<file path="src/rtl/mem_port_arbiter.sv">
// mem_port_arbiter
//   Shares one byte-wide, big-endian memory between an instruction-fetch port
//   (word reads) and a data port (byte/half/word loads and stores). Every
//   access is serialised into one memory byte per cycle. The assembled result
//   is returned with a one-cycle acknowledge.
//
// Ports
//   clk, reset          rising-edge clock, synchronous active-high reset
//   IReq/IAddr          fetch request and byte address (MSB byte first)
//   IData/IAck          fetched word (held after the ack) and completion pulse
//   DReq/DReadWrite     data request, 1 = store / 0 = load
//   DSize/DSignExtend   00 byte, 01 half, 1x word; sign extension for loads
//   DAddr/DDataIn       data byte address, right-justified store data
//   DDataOut/DAck       load result (held after the ack) and completion pulse
//   MemAddr/MemWData    memory byte address and write byte
//   MemWE/MemRData      byte write enable, combinational read byte
//   Busy                high whenever the arbiter is not idle
module mem_port_arbiter #(
  parameter int ADDR_W      = 9,
  parameter bit ROUND_ROBIN = 1'b1
) (
  input  logic              clk,
  input  logic              reset,
  input  logic              IReq,
  input  logic [ADDR_W-1:0] IAddr,
  output logic [31:0]       IData,
  output logic              IAck,
  input  logic              DReq,
  input  logic              DReadWrite,
  input  logic [1:0]        DSize,
  input  logic              DSignExtend,
  input  logic [ADDR_W-1:0] DAddr,
  input  logic [31:0]       DDataIn,
  output logic [31:0]       DDataOut,
  output logic              DAck,
  output logic [ADDR_W-1:0] MemAddr,
  output logic [7:0]        MemWData,
  output logic              MemWE,
  input  logic [7:0]        MemRData,
  output logic              Busy
);

  typedef enum logic [1:0] {IDLE, XFER, DONE} state_t;

  state_t            state_reg, state_next;
  logic              grant_d_reg;   // 1 = data port owns the transaction
  logic              last_d_reg;    // 1 = last completed grant was the data port
  logic [ADDR_W-1:0] base_reg;
  logic [2:0]        n_reg;         // bytes in this transaction: 1, 2 or 4
  logic [2:0]        count_reg;
  logic              write_reg;
  logic              sext_reg;
  logic [31:0]       wdata_reg;
  logic [31:0]       asm_reg;
  logic [31:0]       idata_reg;
  logic [31:0]       ddata_reg;

  logic              pick_d;
  logic              last_byte;
  logic [31:0]       asm_shift;
  logic [31:0]       load_ext;
  logic [2:0]        byte_idx;
  logic [31:0]       wdata_shift;
  logic [2:0]        dsize_n;

  // Data wins unless fetch is also requesting and round-robin says it is
  // fetch's turn (the data port was granted last).
  assign pick_d    = DReq && (!IReq || !ROUND_ROBIN || !last_d_reg);
  assign last_byte = (count_reg == n_reg - 3'd1);
  assign dsize_n   = (DSize == 2'b00) ? 3'd1 : (DSize == 2'b01) ? 3'd2 : 3'd4;

  // The assembly register is cleared at grant, so after N shifts the bytes
  // are right-justified with zeros above them (zero extension comes free).
  assign asm_shift = {asm_reg[23:0], MemRData};

  always_comb begin
    load_ext = asm_shift;
    if (sext_reg && n_reg == 3'd1)
      load_ext = {{24{asm_shift[7]}}, asm_shift[7:0]};
    else if (sext_reg && n_reg == 3'd2)
      load_ext = {{16{asm_shift[15]}}, asm_shift[15:0]};
  end

  // Store bytes go out MSB first: byte (N-1-Count) of the right-justified data.
  assign byte_idx    = n_reg - 3'd1 - count_reg;
  assign wdata_shift = wdata_reg >> {byte_idx[1:0], 3'b000};

  // State register
  always_ff @(posedge clk) begin
    if (reset) state_reg <= IDLE;
    else       state_reg <= state_next;
  end

  // Next-state logic
  always_comb begin
    state_next = state_reg;
    case (state_reg)
      IDLE:    if (IReq || DReq) state_next = XFER;
      XFER:    if (last_byte)    state_next = DONE;
      DONE:    state_next = IDLE;
      default: state_next = IDLE;
    endcase
  end

  // Output logic
  always_comb begin
    MemAddr  = '0;
    MemWData = 8'h00;
    MemWE    = 1'b0;
    IAck     = 1'b0;
    DAck     = 1'b0;
    Busy     = (state_reg != IDLE);
    case (state_reg)
      XFER: begin
        MemAddr = base_reg + ADDR_W'(count_reg);
        if (write_reg) begin
          // Gated by reset so a store aborted by reset writes nothing
          // further in the cycle reset is asserted.
          MemWE    = !reset;
          MemWData = wdata_shift[7:0];
        end
      end
      DONE: begin
        IAck = !grant_d_reg;
        DAck = grant_d_reg;
      end
      default: ;
    endcase
  end

  assign IData    = idata_reg;
  assign DDataOut = ddata_reg;

  // Datapath: grant latching, byte counting, assembly and result registers
  always_ff @(posedge clk) begin
    if (reset) begin
      grant_d_reg <= 1'b0;
      last_d_reg  <= 1'b0;
      base_reg    <= '0;
      n_reg       <= 3'd0;
      count_reg   <= 3'd0;
      write_reg   <= 1'b0;
      sext_reg    <= 1'b0;
      wdata_reg   <= 32'h0;
      asm_reg     <= 32'h0;
      idata_reg   <= 32'h0;
      ddata_reg   <= 32'h0;
    end else begin
      case (state_reg)
        IDLE: begin
          if (IReq || DReq) begin
            grant_d_reg <= pick_d;
            count_reg   <= 3'd0;
            asm_reg     <= 32'h0;
            if (pick_d) begin
              base_reg  <= DAddr;
              n_reg     <= dsize_n;
              write_reg <= DReadWrite;
              sext_reg  <= DSignExtend;
              wdata_reg <= DDataIn;
            end else begin
              base_reg  <= IAddr;
              n_reg     <= 3'd4;
              write_reg <= 1'b0;
              sext_reg  <= 1'b0;
              wdata_reg <= 32'h0;
            end
          end
        end
        XFER: begin
          count_reg <= count_reg + 3'd1;
          asm_reg   <= asm_shift;
          // Results are captured as the last byte arrives so they are
          // already stable during the ack cycle.
          if (last_byte && !write_reg) begin
            if (grant_d_reg) ddata_reg <= load_ext;
            else             idata_reg <= asm_shift;
          end
        end
        DONE: last_d_reg <= grant_d_reg;
        default: ;
      endcase
    end
  end

endmodule
</file>
<file path="config.mk">
export PLATFORM = sky130hd
export DESIGN_NAME = mem_port_arbiter
export DESIGN_NICKNAME = d
export VERILOG_FILES = /design/src/rtl/mem_port_arbiter.sv
export SDC_FILE = /design/constraint.sdc
export NUM_CORES = 1
export LEC_CHECK = 0
export ABC_AREA = 1
export CAP_MARGIN = 5
export CORE_UTILIZATION = 31
export CTS_BUF_LIST = sky130_fd_sc_hd__clkbuf_4 sky130_fd_sc_hd__clkbuf_8 sky130_fd_sc_hd__clkbuf_16
export CTS_CLUSTER_SIZE = 24
export DETAILED_ROUTE_END_ITERATION = 7
export SKIP_LAST_GASP = 1
export SLEW_MARGIN = 25
export SYNTH_ARGS = -nofsm -noshare
export SYNTH_HDL_FRONTEND = slang
export SYNTH_SLANG_ARGS = --single-unit
</file>
<file path="constraint.sdc">
create_clock -name clk -period 5.7 [get_ports clk]
set_input_delay 1.425 -clock clk [delete_from_list [all_inputs] [get_ports clk]]
set_output_delay 1.425 -clock clk [all_outputs]
set_load 0.01 [all_outputs]
</file>
## Word-level counts from Yosys, hierarchy flattened

Cells that the tools add are included.

- Register bits after elaboration: 141
- Word-level logic and storage cells: 69

- Bitwise operators: 1
- Equal/unequal tests: 8
- Shift-type cells: 1
- $add $sub $neg: 4
- Muxes and demuxes: 23
- Reductions and logical operators: 20

Operators by type and width:

| cell | number |
|---|---|
| $mux 32 | 3 |
| $pmux 24 s2 | 1 |
| $shr 32x5->8 | 1 |
| $mux 24 | 1 |
| $mux 9 | 2 |
| $mux 8 | 2 |
| $mux 3 | 4 |
| $add 9x3->9 | 1 |
| $mux 1 | 6 |
| $pmux 3 s2 | 1 |
| $reduce_and 2->1 | 3 |
| $reduce_and 3->1 | 2 |
| $logic_not 1->1 | 5 |
| $eq 2x1->1 const B | 2 |
| $logic_and 1x1->1 | 4 |
| $logic_not 2->1 | 2 |
| $mux 2 | 2 |
| $ne 2x2->1 const B | 2 |
| $pmux 2 s2 | 1 |
| $reduce_bool 2->1 | 2 |
| $add 3x1->3 const B | 1 |
| $eq 3x1->1 const B | 1 |
| $eq 3x2->1 const B | 1 |
| $eq 3x3->1 | 1 |
| other kinds (5) | 6 |

## Logic depth before layout (Yosys ltp)

- Depth after elaboration: 5
- Gate-level depth with buffers: 12
- Gate-level depth less buffers: 11

## Least setup slack after synthesis

OpenSTA, ideal clock, no wires.

- Path type: input to output
- Start point: in reset
- End point: out MemWE
- Stages on the path: 3
- Slack: 2188 ps
- Buffers on the path: 2
- Data arrival time: 2087 ps
- Data required time: 4275 ps
- Path through: clkbuf_1 clkbuf_1 nor3_1

- Word-level cells in the longest chain between the ends: 3

Ends and longest elaborated chain:

| what | RTL line | source |
|---|---|---|
| from (decl) | 23 | `input logic reset,` |
| $logic_not 1->1 | 119 | `MemWE = !reset;` |
| $mux 1 | 116 | `if (write_reg) begin` |
| $mux 1 | 113 | `case (state_reg)` |
| to (decl) | 38 | `output logic MemWE,` |

No other way between the ends.

## Final worst setup path

- Start point: reg count_reg[0]
- End point: out MemWData[1]

- Word-level cells in the longest chain between the ends: 4

Ends and longest elaborated chain:

| what | RTL line | source |
|---|---|---|
| from (decl) | 50 | `logic [2:0] count_reg;` |
| from (signal assigned) | 171 | `count_reg <= count_reg + 3'd1;` |
| $sub 2x2->2 | 85 | `assign byte_idx = n_reg - 3'd1 - count_reg;` |
| $shr 32x5->8 | 86 | `assign wdata_shift = wdata_reg >> {byte_idx[1:0], 3'b000};` |
| $mux 8 | 116 |  |
| $mux 8 | 113 |  |
| to (decl) | 37 | `output logic [7:0] MemWData,` |

No other way between the ends.

==> qor.tcl <==
set qor(status) {complete, no violations}
set qor(timing.final.setup_violations) 0
set qor(post_drt_via_cell_ratio) 4.697
set qor(syn-cell-area_sq_um) 6685
set qor(setup.worst_path.start_class) {flop}
set qor(cp-startpoint) {count_reg[0]}
set qor(floorplan.initialDensity_pct) 31.70
set qor(total_power_uw) 2444
set qor(final_clock_skew_ns) 0.005193
set qor(ir_drop_uv) 187.9
set qor(grt.overflow.total) 0
set qor(max_cap_violations) 0
set qor(detail_route.first_pass.iterations) 5
set qor(slew_headroom_pct) 33.47
set qor(final_hold_violations) 0
set qor(synth_area_per_cell_sq_um) 6.986
set qor(cts_tree) {built}
set qor(maximum_level_of_the_cts_h_tree) 4
set qor(number_of_synthesized_register_bits) 141
set qor(ctsResizeCount) 0
set qor(critPathCaptureType) {output port}
set qor(route.detailed.wl_per_inst_um) 13.77
set qor(synthesis.nets) 1032
set qor(tritoncts.num_buffers) 17
set qor(ctsHoldBuffers) 0
set qor(fp.dieW_um) 148.9
set qor(worst_skew_pair.late_latency_ns) 0.42
set qor(power.density_cell_area_nw_per_um2) 276.8
set qor(top_achievable_clock_speed_ghz) 0.2284
set qor(grt_pass1_wl_mm) 30.99
set qor(die_area_sq_um) 22160
set qor(grt_setup_unrepaired) {no}
set qor(finalMaxSlewViolations) 0
set qor(synthDominantCellAreaShare_pct) 42.22
set qor(holdCritStartpoint) {wdata_reg[1]}
set qor(port_buffers) 150
set qor(place_area_sq_um) 8213
set qor(pin_count_of_the_biggest_net_entering_global_routing) 64
set qor(worst-slew-pin-transition_ns) 0.9979
set qor(coreArea_sq_um) 21090
set qor(criticalPathCategory) {reg2out}
set qor(post-route-cell-area_sq_um) 8832
set qor(dpl.hpwl_mm) 12.55
set qor(yosysSeqAreaShare_pct) 42.22
set qor(synth.yosys.warnings) 0
set qor(hold_path_class) {reg2reg}
set qor(finalNetCount) 1142
set qor(worst_case_setup_slack_after_placement_ns) 1.335
set qor(drtIter0Drc) 347
set qor(n_antenna_cell) 0
set qor(cts.repair_timing.setup_buffer_count) 0
set qor(antenna_violations_before_repair) 0
set qor(clock_sink_count) 141
set qor(synth.largest_area_cell) {dfxtp_1}
set qor(max_buffers_root_to_sink) 2
set qor(synth_enable_flop_cells) 0
set qor(last_weighted_congestion_value_of_the_routability_driven_placer) 0.8027
set qor(wl_mm) 18.66
set qor(fillCellCount) 2230
set qor(hold-worst-slack_ns) 0.4656
set qor(postLayoutSetupSlackWorst_ns) 1.322
set qor(clock_root_buffer) {clkbuf_16}
set qor(layout-area-overhead-vs-synth_pct) 32.12
set qor(worst-endpoint-arrival_ns) 2.95
set qor(netlist-cell-type-count) 35
set qor(worst_setup_hold_path_clk_slew_ns) 0.06
set qor(gr-usage-all-layers_pct) 17.76
set qor(num_io_pins) 151
set qor(fin_crit_sh_pct) 76.81
set qor(chipHeight_um) 148.9
set qor(via_count_of_the_first_global_routing_pass) 6046
set qor(cp_max_fo) 18
set qor(vias) 6364
set qor(rows) 53
set qor(remaining_antenna_violation_count_after_routing) 0
set qor(synthArstFlopShare_pct) 0
set qor(remaining_drc_errors) 0
set qor(post-route-min-period_ns) 4.378
set qor(final_layout_size_suffix_gt1_share_pct) 6.204
set qor(worst_endpoint_required_time_ns) 4.28
set qor(ys_top_cells_by_area) {dfxtp_1 42%, nand2_1 14%, nor2_1 7.9%}
set qor(static-leakage-power_uw) 0.003529
set qor(r2r_start) {count_reg[0]}
set qor(fin_setup_tns_ns) 0
set qor(post_synth_inst_count) 957
set qor(synth_top_flop_cell) {dfxtp_1}
set qor(regToRegSetupSlack_ns) 2.77
==> stage by stage <==
step                util [%]  cells
floorplan                  -    957
global placement       38.95   1322
detailed placement     38.95   1322
CTS                    41.80   1354
global route           41.88   1355
finish                 41.88   1355
==> placed cells by master (no fill, tap or decap), types with 2 or more instances in the layout <==
cell	Yosys	final
o21ai_1	3	3
ha_1	8	8
a21oi_1	53	53
clkinv_2	0	5
inv_1	72	72
nand2_2	3	3
nor2_4	4	4
nor2_1	141	141
nand3_4	2	2
a31oi_1	10	10
clkdlybuf4s50_1	0	150
nand4_1	50	50
nand2_1	244	244
nand3_1	65	64
o21ai_0	58	58
clkinv_4	0	3
nor3_1	4	4
mux2i_1	8	8
nand3_2	2	3
dfxtp_1	141	141
inv_6	0	2
buf_4	6	5
clkinvlp_4	0	2
nor2_8	2	2
clkbuf_16	0	17
inv_2	11	10
bufinv_16	0	3
==> final cells by class <==
class	count	area (sq um)	area share, %
Clock buffer	18	432.9	4.902
Clock inverter	14	168.9	1.912
Inverter	84	316.6	3.584
Multi-Input combinational cell	667	3197	36.19
Sequential cell	141	2823	31.96
Tap cell	275	344.1	3.896
Timing Repair Buffer	156	1550	17.55
==> layer usage <==
metal  GRT usage, %  vias up  routed length [um]
met2          29.39      176                8816
met3          4.128       18                1054
met4          5.153        0                 237
met5              0        -                   0
li1               -     3311                   -
met1          22.93     2859                8549
==> worst max-delay path, stage by stage (launching register included) <==
cell             delay, ns
dfxtp_1               0.36
ha_1                  0.85
inv_1                 0.33
nand2_1               0.12
nand2_1               0.05
o21ai_0               0.18
a21oi_1               0.10
clkdlybuf4s50_1       0.53
==> cells by family after synthesis <==
logic type | share of synthesized area [%]
AOI/OAI and AO/OA | 9.845
and+or+nand+nor | 34.53
muxes | 1.198
buffers and inverters | 10.03
xor gates and xnor gates | 0.3744
DFF | 42.22
adders and majority gates | 1.797
==> report_power, final <==
group | internal (uW) | leakage, uW | switching (uW)
logic | 103 | 0.00209 | 163
clock network | 694 | 0.000294 | 448
registers | 1010 | 0.00114 | 21.2
total | 1810 | 0.00353 | 633
==> path summary, 6_finish.rpt <==
check | end | cells after the start
worst min-delay path | wdata_reg[1] | 2
worst min register to register | wdata_reg[1] | 2
worst max register to register | DDataOut[19] | 6
worst max-delay path | MemWData[1] | 7
==> Yosys cell counts, types with 6 or more instances <==
library cell and count:
buf_6 9, dfxtp_1 141, a31oi_1 10, ha_1 8
nand3_1 65, inv_2 11, buf_4 6, nor2_1 141
a21oi_1 53, nand4_1 50, buf_2 17, nand2_1 244
buf_1 12, inv_1 72, mux2i_1 8, clkbuf_1 21
o21ai_0 58
No activity file was read; power rests on OpenSTA's default activity.
